`config.mk`:
```
export PLATFORM = sky130hd
export DESIGN_NAME = i2s_rx_deserializer_flat
export DESIGN_NICKNAME = d
export VERILOG_FILES = /design/src/rtl/i2s_pkg.sv /design/src/rtl/i2s_rx_deserializer_if.sv /design/src/rtl/sync_edge.sv /design/src/rtl/i2s_rx_deserializer.sv /design/src/flat_wrapper.sv
export SDC_FILE = /design/constraint.sdc
export NUM_CORES = 1
export LEC_CHECK = 0
export BUFFER_PORTS_ARGS = -buffer_cell sky130_fd_sc_hd__buf_2
export CAP_MARGIN = 20
export CORE_MARGIN = 4
export CORE_UTILIZATION = 32
export CTS_BUF_LIST = sky130_fd_sc_hd__clkbuf_16
export DETAILED_ROUTE_END_ITERATION = 6
export PLACE_DENSITY = 0.48
export SLEW_MARGIN = 20
export SYNTH_ARGS = -nofsm -noshare
export SYNTH_HDL_FRONTEND = slang
export SYNTH_SLANG_ARGS = --single-unit
```
`constraint.sdc`:
```
create_clock -name i_clk -period 3.44 [get_ports i_clk]
set_clock_uncertainty 0.05 [all_clocks]
set_input_delay 0.344 -clock i_clk [delete_from_list [all_inputs] [get_ports i_clk]]
set_output_delay 0.344 -clock i_clk [all_outputs]
set_load 0.01 [all_outputs]
```
`src/rtl/i2s_pkg.sv`:
```
// i2s_pkg: shared FSM encoding, framing constants and index sizing for the I2S receiver
package i2s_pkg;
  typedef enum logic [1:0] {IDLE, SYNC, SHIFT, PAD} state_t;
  localparam int I2S_DELAY_BITS = 1;
  localparam bit CH_LEFT = 1'b0;
  localparam bit CH_RIGHT = 1'b1;
  function automatic int clog2(input int v);
    return $clog2(v);
  endfunction
endpackage

```
`src/rtl/i2s_rx_deserializer_if.sv`:
```
// i2s_rx_deserializer_if: serial I2S inputs and word/strobe outputs of the receiver
interface i2s_rx_deserializer_if #(
  parameter int DATA_WIDTH = 24
);
  logic i_bclk;
  logic i_lrclk;
  logic i_sdata;
  logic o_en;
  logic o_frame_err;
  logic [DATA_WIDTH-1:0] ov_dout;
  modport master (output i_bclk, i_lrclk, i_sdata, input o_en, o_frame_err, ov_dout);
  modport slave (input i_bclk, i_lrclk, i_sdata, output o_en, o_frame_err, ov_dout);
endinterface

```
`src/rtl/sync_edge.sv`:
```
// sync_edge: 2-FF synchronizer plus previous-value register giving the level and a rise strobe
module sync_edge (
  input  logic clk,
  input  logic rst,
  input  logic d,
  output logic q,
  output logic rise
);
  logic [2:0] sh_q, sh_d;
  always_comb sh_d = {sh_q[1:0], d};
  always_ff @(posedge clk) sh_q <= rst ? '0 : sh_d;
  assign q = sh_q[1];
  assign rise = sh_q[1] & ~sh_q[2];
endmodule

```
`src/rtl/i2s_rx_deserializer.sv`:
```
// i2s_rx_deserializer: synchronizes an async I2S stream and deserializes one channel into
// DATA_WIDTH-bit words with a one-cycle strobe; framing faults pulse o_frame_err.
module i2s_rx_deserializer
  import i2s_pkg::*;
#(
  parameter int DATA_WIDTH = 24,
  parameter int SLOT_WIDTH = 32,
  parameter bit CHANNEL = CH_LEFT
) (
  input logic i_clk,
  input logic i_rst,
  i2s_rx_deserializer_if.slave bus
);
  localparam int IDX_W = clog2(SLOT_WIDTH + 1);
  localparam int LAST = DATA_WIDTH + I2S_DELAY_BITS - 1;
  state_t state_q, state_d;
  logic [IDX_W-1:0] idx_q, idx_d;
  logic [DATA_WIDTH-1:0] sr_q, sr_d, dout_q, dout_d;
  logic lr_q, lr_d, en_q, en_d, err_q, err_d;
  logic bclk_rise, lr_s, sd_s, unused_bclk;
  logic [1:0] unused_rise;
  sync_edge u_bclk (.clk(i_clk), .rst(i_rst), .d(bus.i_bclk), .q(unused_bclk), .rise(bclk_rise));
  sync_edge u_lrclk (.clk(i_clk), .rst(i_rst), .d(bus.i_lrclk), .q(lr_s), .rise(unused_rise[0]));
  sync_edge u_sdata (.clk(i_clk), .rst(i_rst), .d(bus.i_sdata), .q(sd_s), .rise(unused_rise[1]));
  always_comb begin
    state_d = state_q;
    idx_d = idx_q;
    sr_d = sr_q;
    dout_d = dout_q;
    lr_d = lr_q;
    en_d = 1'b0;
    err_d = 1'b0;
    if (bclk_rise) begin
      lr_d = lr_s;
      if (lr_s != lr_q) begin
        // an LRCLK edge always opens a new slot; a word still being shifted is lost
        state_d = SYNC;
        idx_d = '0;
        err_d = state_q inside {SYNC, SHIFT};
      end else if (state_q != IDLE) begin
        idx_d = idx_q + 1'b1;
        if (state_q inside {SYNC, SHIFT}) begin
          sr_d = {sr_q[DATA_WIDTH-2:0], sd_s};
          state_d = (idx_d == IDX_W'(LAST)) ? PAD : SHIFT;
          en_d = (idx_d == IDX_W'(LAST)) && (lr_s == CHANNEL);
          dout_d = en_d ? sr_d : dout_q;
        end
        if (idx_d == IDX_W'(SLOT_WIDTH)) begin
          state_d = IDLE;
          err_d = 1'b1;
        end
      end
    end
  end
  always_ff @(posedge i_clk) begin
    if (i_rst) begin
      state_q <= IDLE;
      idx_q <= '0;
      sr_q <= '0;
      dout_q <= '0;
      lr_q <= 1'b0;
      en_q <= 1'b0;
      err_q <= 1'b0;
    end else begin
      state_q <= state_d;
      idx_q <= idx_d;
      sr_q <= sr_d;
      dout_q <= dout_d;
      lr_q <= lr_d;
      en_q <= en_d;
      err_q <= err_d;
    end
  end
  assign bus.o_en = en_q;
  assign bus.o_frame_err = err_q;
  assign bus.ov_dout = dout_q;
endmodule

```
`src/flat_wrapper.sv`:
```
// flat-port wrapper written by rule: the top's interface ports become plain ports
module i2s_rx_deserializer_flat import i2s_pkg::*;
#(
  parameter int DATA_WIDTH = 24,
  parameter int SLOT_WIDTH = 32,
  parameter bit CHANNEL = CH_LEFT
)
  (i_clk, i_rst, bus_i_bclk, bus_i_lrclk, bus_i_sdata, bus_o_en, bus_o_frame_err, bus_ov_dout);
  i2s_rx_deserializer_if #(.DATA_WIDTH(DATA_WIDTH)) bus_i ();
  input logic i_clk;
  input logic i_rst;
  input wire logic [$bits(bus_i.i_bclk)-1:0] bus_i_bclk;
  input wire logic [$bits(bus_i.i_lrclk)-1:0] bus_i_lrclk;
  input wire logic [$bits(bus_i.i_sdata)-1:0] bus_i_sdata;
  output wire logic [$bits(bus_i.o_en)-1:0] bus_o_en;
  output wire logic [$bits(bus_i.o_frame_err)-1:0] bus_o_frame_err;
  output wire logic [$bits(bus_i.ov_dout)-1:0] bus_ov_dout;
  assign bus_i.i_bclk = bus_i_bclk;
  assign bus_i.i_lrclk = bus_i_lrclk;
  assign bus_i.i_sdata = bus_i_sdata;
  assign bus_o_en = bus_i.o_en;
  assign bus_o_frame_err = bus_i.o_frame_err;
  assign bus_ov_dout = bus_i.ov_dout;
  i2s_rx_deserializer #(.DATA_WIDTH(DATA_WIDTH), .SLOT_WIDTH(SLOT_WIDTH), .CHANNEL(CHANNEL)) u_core (.i_clk(i_clk), .i_rst(i_rst), .bus(bus_i));
endmodule
```
After elaboration in Yosys (flattened, before gate mapping). Cells that the tools add are included.

Bits in registers: 65. Latch bits: 0. Bits in writable memories: 0. Bits in read-only memories: 0. Input bits: 5. Memories kept: 0.

Add/subtract/negate cells: 1. $mul: 0. Divide/modulo/power cells: 0. Order comparisons: 0. Eq/ne operators: 5. Shift-type cells: 0. Mux-type cells: 10. Bitwise gates (word level): 7. Reductions and logical operators: 11.

Operators by type and width (count): 6-bit 2-to-1 mux (2); 2-bit 2-to-1 mux (4); 6-bit by 1-bit adder with 6-bit output, second input constant (1); 6-bit by 5-bit == test with 1-bit output, second input constant (1); 6-bit == test, second input constant (1); 1-bit NOT (6); 2-bit nonzero test (3); 5-bit AND reduction (1); 5-bit OR reduction (1); 1-bit 2-to-1 mux (4); 4-bit AND reduction (1); 3-bit AND reduction (1); 3-bit nonzero test (1); 2-bit by 1-bit == test with 1-bit output, second input constant (1); 2-bit == test, second input constant (1); 2-bit AND reduction (1); 2-bit OR reduction (1); 1-bit AND (1); 1-bit logical AND (1); 1-bit inequality test (1).

Depth between registers and ports, before layout.
Word-level depth: 7. Mapped depth: 9. Depth with buffers taken out: 6.

Cells and area by module. From an unflattened synthesis, not the netlist that was laid out.

Cells, all modules: 259. Area total of the unflattened synthesis: 2557.5 um^2.

Modules (own cells, without submodules): i2s_rx_deserializer (instances 1, cells each 238, area each 2294.7 um^2, seq. area each 1161.1 um^2); sync_edge (instances 3, cells each 7, area each 87.6 um^2, seq. area each 60.1 um^2).

Worst setup path before layout. Ideal clock, no wire load.

Kind: register to register. Start point: register u_core.idx_q[0]. End point: register u_core.dout_q[4] (netlist: u_core.bus.ov_dout[4]). Setup time: 132 ps. Data arrival time: 1515 ps. Data required time: 3258 ps. Path slack: 1743 ps. Stages on the path, launching flop included: 8. Period minus slack after synthesis: 1697 ps. Cells stage by stage: dfxtp_1 ha_1 nand2_2 or2_1 buf_6 buf_6 o31ai_2 a21oi_1.

Word-level cells in the longest chain between the ends: 4.

Ends and longest elaborated chain: from (decl) (RTL line i2s_rx_deserializer.sv:17) `logic [IDX_W-1:0] idx_q, idx_d;`; from (signal assigned) (RTL line i2s_rx_deserializer.sv:66) `idx_q <= idx_d;`; 6-bit by 1-bit adder with 6-bit output (RTL line i2s_rx_deserializer.sv:41) `idx_d = idx_q + 1'b1;`; 6-bit by 5-bit == test with 1-bit output (RTL line i2s_rx_deserializer.sv:45) `en_d = (idx_d == IDX_W'(LAST)) && (lr_s == CHANNEL);`; 1-bit logical AND (RTL line i2s_rx_deserializer.sv:45); 5-bit AND reduction (no source line); to (signal assigned) (RTL line i2s_rx_deserializer.sv:68) `dout_q <= dout_d;`; to (decl) (RTL line i2s_rx_deserializer.sv:18) `logic [DATA_WIDTH-1:0] sr_q, sr_d, dout_q, dout_d;`.

Every way passes these cells. A chain may end at the register's enable or synchronous reset.

Worst setup path in the final report.
Start point: register u_core.idx_q[1]. End point: register u_core.dout_q[8] (netlist: u_core.bus.ov_dout[8]).

Same word-level chain as after synthesis.

==> reports/qor.yml <==
slew_viol_final: 0
route.detailed.drc: 0
placed_cell_area_sq_um: 2983
p_comb_frac: 0.015
drtIter0Drc: 117
p_int_w: 0.001398
cts_tree: "built"
power_leakage_nw: 1.133
area_growth_pct: 16.30
vias: 2333
synthArstFlopShare: 0
core_sq_um: 8678
seq_area_frac_synth: 0.4581
die_w_um: 102.2
wl_met3_um: 225
worstPathArrival_ns: 2.45
grt_pass1_wl_mm: 10.99
grt-ovfl-total: 0
crit_path_max_fanout: 14
clkPwrFrac: 0.554
hold_violations: 0
rr_startpoint: "u_core.idx_q[1]"
hpwl_mm: 3.964
power.switching_w: 0.0003603
finalSetupViolations: 0
grt_pass1_vias: 2223
worstSetupEndpointType: "flop"
routabilityCongestion: 0.7325
critical_path_class: "flop to flop"
dr_wl_met2_mm: 2.993
ios: 31
final_common_cell: "dfxtp_1"
grt_usage: 0.1324
wl_met1_mm: 3.224
hold_path_class: "input port to flop"
drive_gt1_frac: 0.2374
yosysTopAreaCell: "dfxtp_1"
r2r_slack_ns: 1.18
first_pass_iters: 4
num-nets-final: 339
synth_seq_cells: 65
clk_pin_slew_ns: 0.06
numPortBuffers: 30
ant_nets: 0
wire_per_inst_um: 14.70
synthDominantCellAreaShare: 0.4581
synth_edf_count: 0
switching_share: 0.2049
critPathRequiredTime_ns: 3.63
slew_headroom: 0.3360
whs_endpoint: "u_core.u_bclk.sh_q[0]"
htreeDepth: 3
drv_cap: 0
avgSynthCellArea_sq_um: 9.017
cts_resized: 0
insertedDiodeCount: 0
seqPwrFrac: 0.431
holdPathStages: 2
start_util: 0.3273
reg2reg_depth: 6
syn_inst: 315
worst_setup_path_start_kind: "flop"
numCtsBuffers: 9
ys_top_cells_by_area: "dfxtp_1 (46%), a21oi_1 (9.2%), o31ai_2 (8.8%)"
tns_ns: 0
final_cell_mix: "dfxtp_1 (65), nand2_1 (56), a21oi_1 (52), buf_2 (30), nand4_1 (25)"
status: "complete, no violations"
peakVddDrop_uv: 263.5
clk_latency_ns: 0.32
synth_ff_type: "dfxtp_1"
vias_per_cell: 5.243
worst_pin_slew_ns: 0.9960
fin_crit_sh: 0.6571
routed_wl_mm: 6.541
grt_max_degree: 47
fin_area_sq_um: 3303
synth_warnings: 0
top_layer_used: "met4"
max_freq_mhz: 442.4
post_cts_buffers: 0
worstHoldStart: "bus_i_bclk"
rr_endpoint: "u_core.bus.ov_dout[8]"
cts_hold_buf: 0
cts.sinks: 65
final.min_clock_period_ns: 2.260
die-area_sq_um: 10450
rows: 34
yosysUniqueCellTypes: 41
cts_root_buf: "clkbuf_16"
clk_path_buf_depth: 2
synth_area_sq_um: 2840
rsz0062_at_grt: "false"
p_per_area_nw_per_um2: 532.2
grt_antenna_before_repair: 0
dieHeight_um: 102.2
syn_nets: 322
==> final cells by class <==
type | count | area (sq um)
Clock buffer | 9 | 225.2
Clock inverter | 7 | 95.09
Fill cell | 933 | 5375
Inverter | 4 | 15.01
Multi-Input combinational cell | 217 | 1344
Sequential cell | 65 | 1301
Tap cell | 108 | 135.1
Timing Repair Buffer | 35 | 187.7
==> through the flow <==
step                utilization  total power (W)  worst slack (ns)  cells  hold WS (ns)
floorplan                     -        0.0007941             1.743    315        0.3638
global placement         0.3437        0.0008018             1.293    429        0.3685
detailed placement       0.3437        0.0008015             1.200    429        0.3742
CTS                      0.3806         0.001784             1.188    445        0.1773
global route             0.3806         0.001814            0.9540    445        0.2128
finish                   0.3806         0.001758             1.180    445        0.1826
==> synth_stat cells (all sizes together), types with 2 or more instances <==
master and instances:
nor2 5, o31a 2, nor3 5, nand4 25
and3 2, a211oi 4, nand2b 2, nand3 6
o31ai 24, a22oi 2, inv 4, and2b 2
ha 2, a21oi 54, o21ai 3, nand2 57
dfxtp 65, clkbuf 8, nor4 2, buf 21
a31oi 3, nor2b 7
==> power groups by stage <==
stage          Combinational (W)  Clock [W]  Sequential (W)
3_5_place_dp           0.0000264          0        0.000775
2_1_floorplan          0.0000194          0        0.000775
4_1_cts                0.0000265   0.000999        0.000758
5_1_grt                0.0000293    0.00103        0.000759
6_report               0.0000257   0.000974        0.000759
3_3_place_gp           0.0000268          0        0.000775
==> critical path, stage by stage, from the launching register on <==
cell and delay (ns):
dfxtp_1 0.46, ha_1 0.29, nand2_2 0.12, nor2_1 0.62, buf_4 0.35, nand4_1 0.11, a21oi_1 0.18
==> state kept, by name (all words and copies together), names as in the netlist <==
signal / flops
u_core.bus.o_en: 1
u_core.bus.o_frame_err: 1
u_core.bus.ov_dout: 24
u_core.idx_q: 6
u_core.lr_q: 1
u_core.sr_q: 23
u_core.state_q: 2
u_core.u_bclk.sh_q: 3
u_core.u_lrclk.sh_q: 2
u_core.u_sdata.sh_q: 2
==> how the worst max path moves through the flow <==
stage	startpoint	to	slack (ns)	depth (start not counted)
floorplan	u_core.idx_q[0]	u_core.bus.ov_dout[4]	1.74	7
global placement	u_core.idx_q[0]	u_core.bus.ov_dout[13]	1.29	6
detailed placement	u_core.idx_q[0]	u_core.bus.ov_dout[2]	1.20	6
CTS	u_core.idx_q[0]	u_core.bus.ov_dout[8]	1.19	6
global route	u_core.idx_q[1]	u_core.bus.ov_dout[8]	0.95	6
finish	u_core.idx_q[1]	u_core.bus.ov_dout[8]	1.18	6
==> cells by family after synthesis <==
kind of cell	after synthesis	synth area share
simple gates	116	0.2044
compound gates	97	0.2511
flops	65	0.4582
buf+inv	33	0.06872
xor+xnor	2	0.008813
fa+ha+maj	2	0.008809
==> routing by layer <==
metal / vias to the layer above / global-route usage
li1: 1169 / -
met1: 1120 / 0.1867
met2: 35 / 0.2019
met3: 9 / 0.02253
met4: 0 / 0.05146
met5: - / 0
Note: power is estimated with default switching activity, not from simulation.
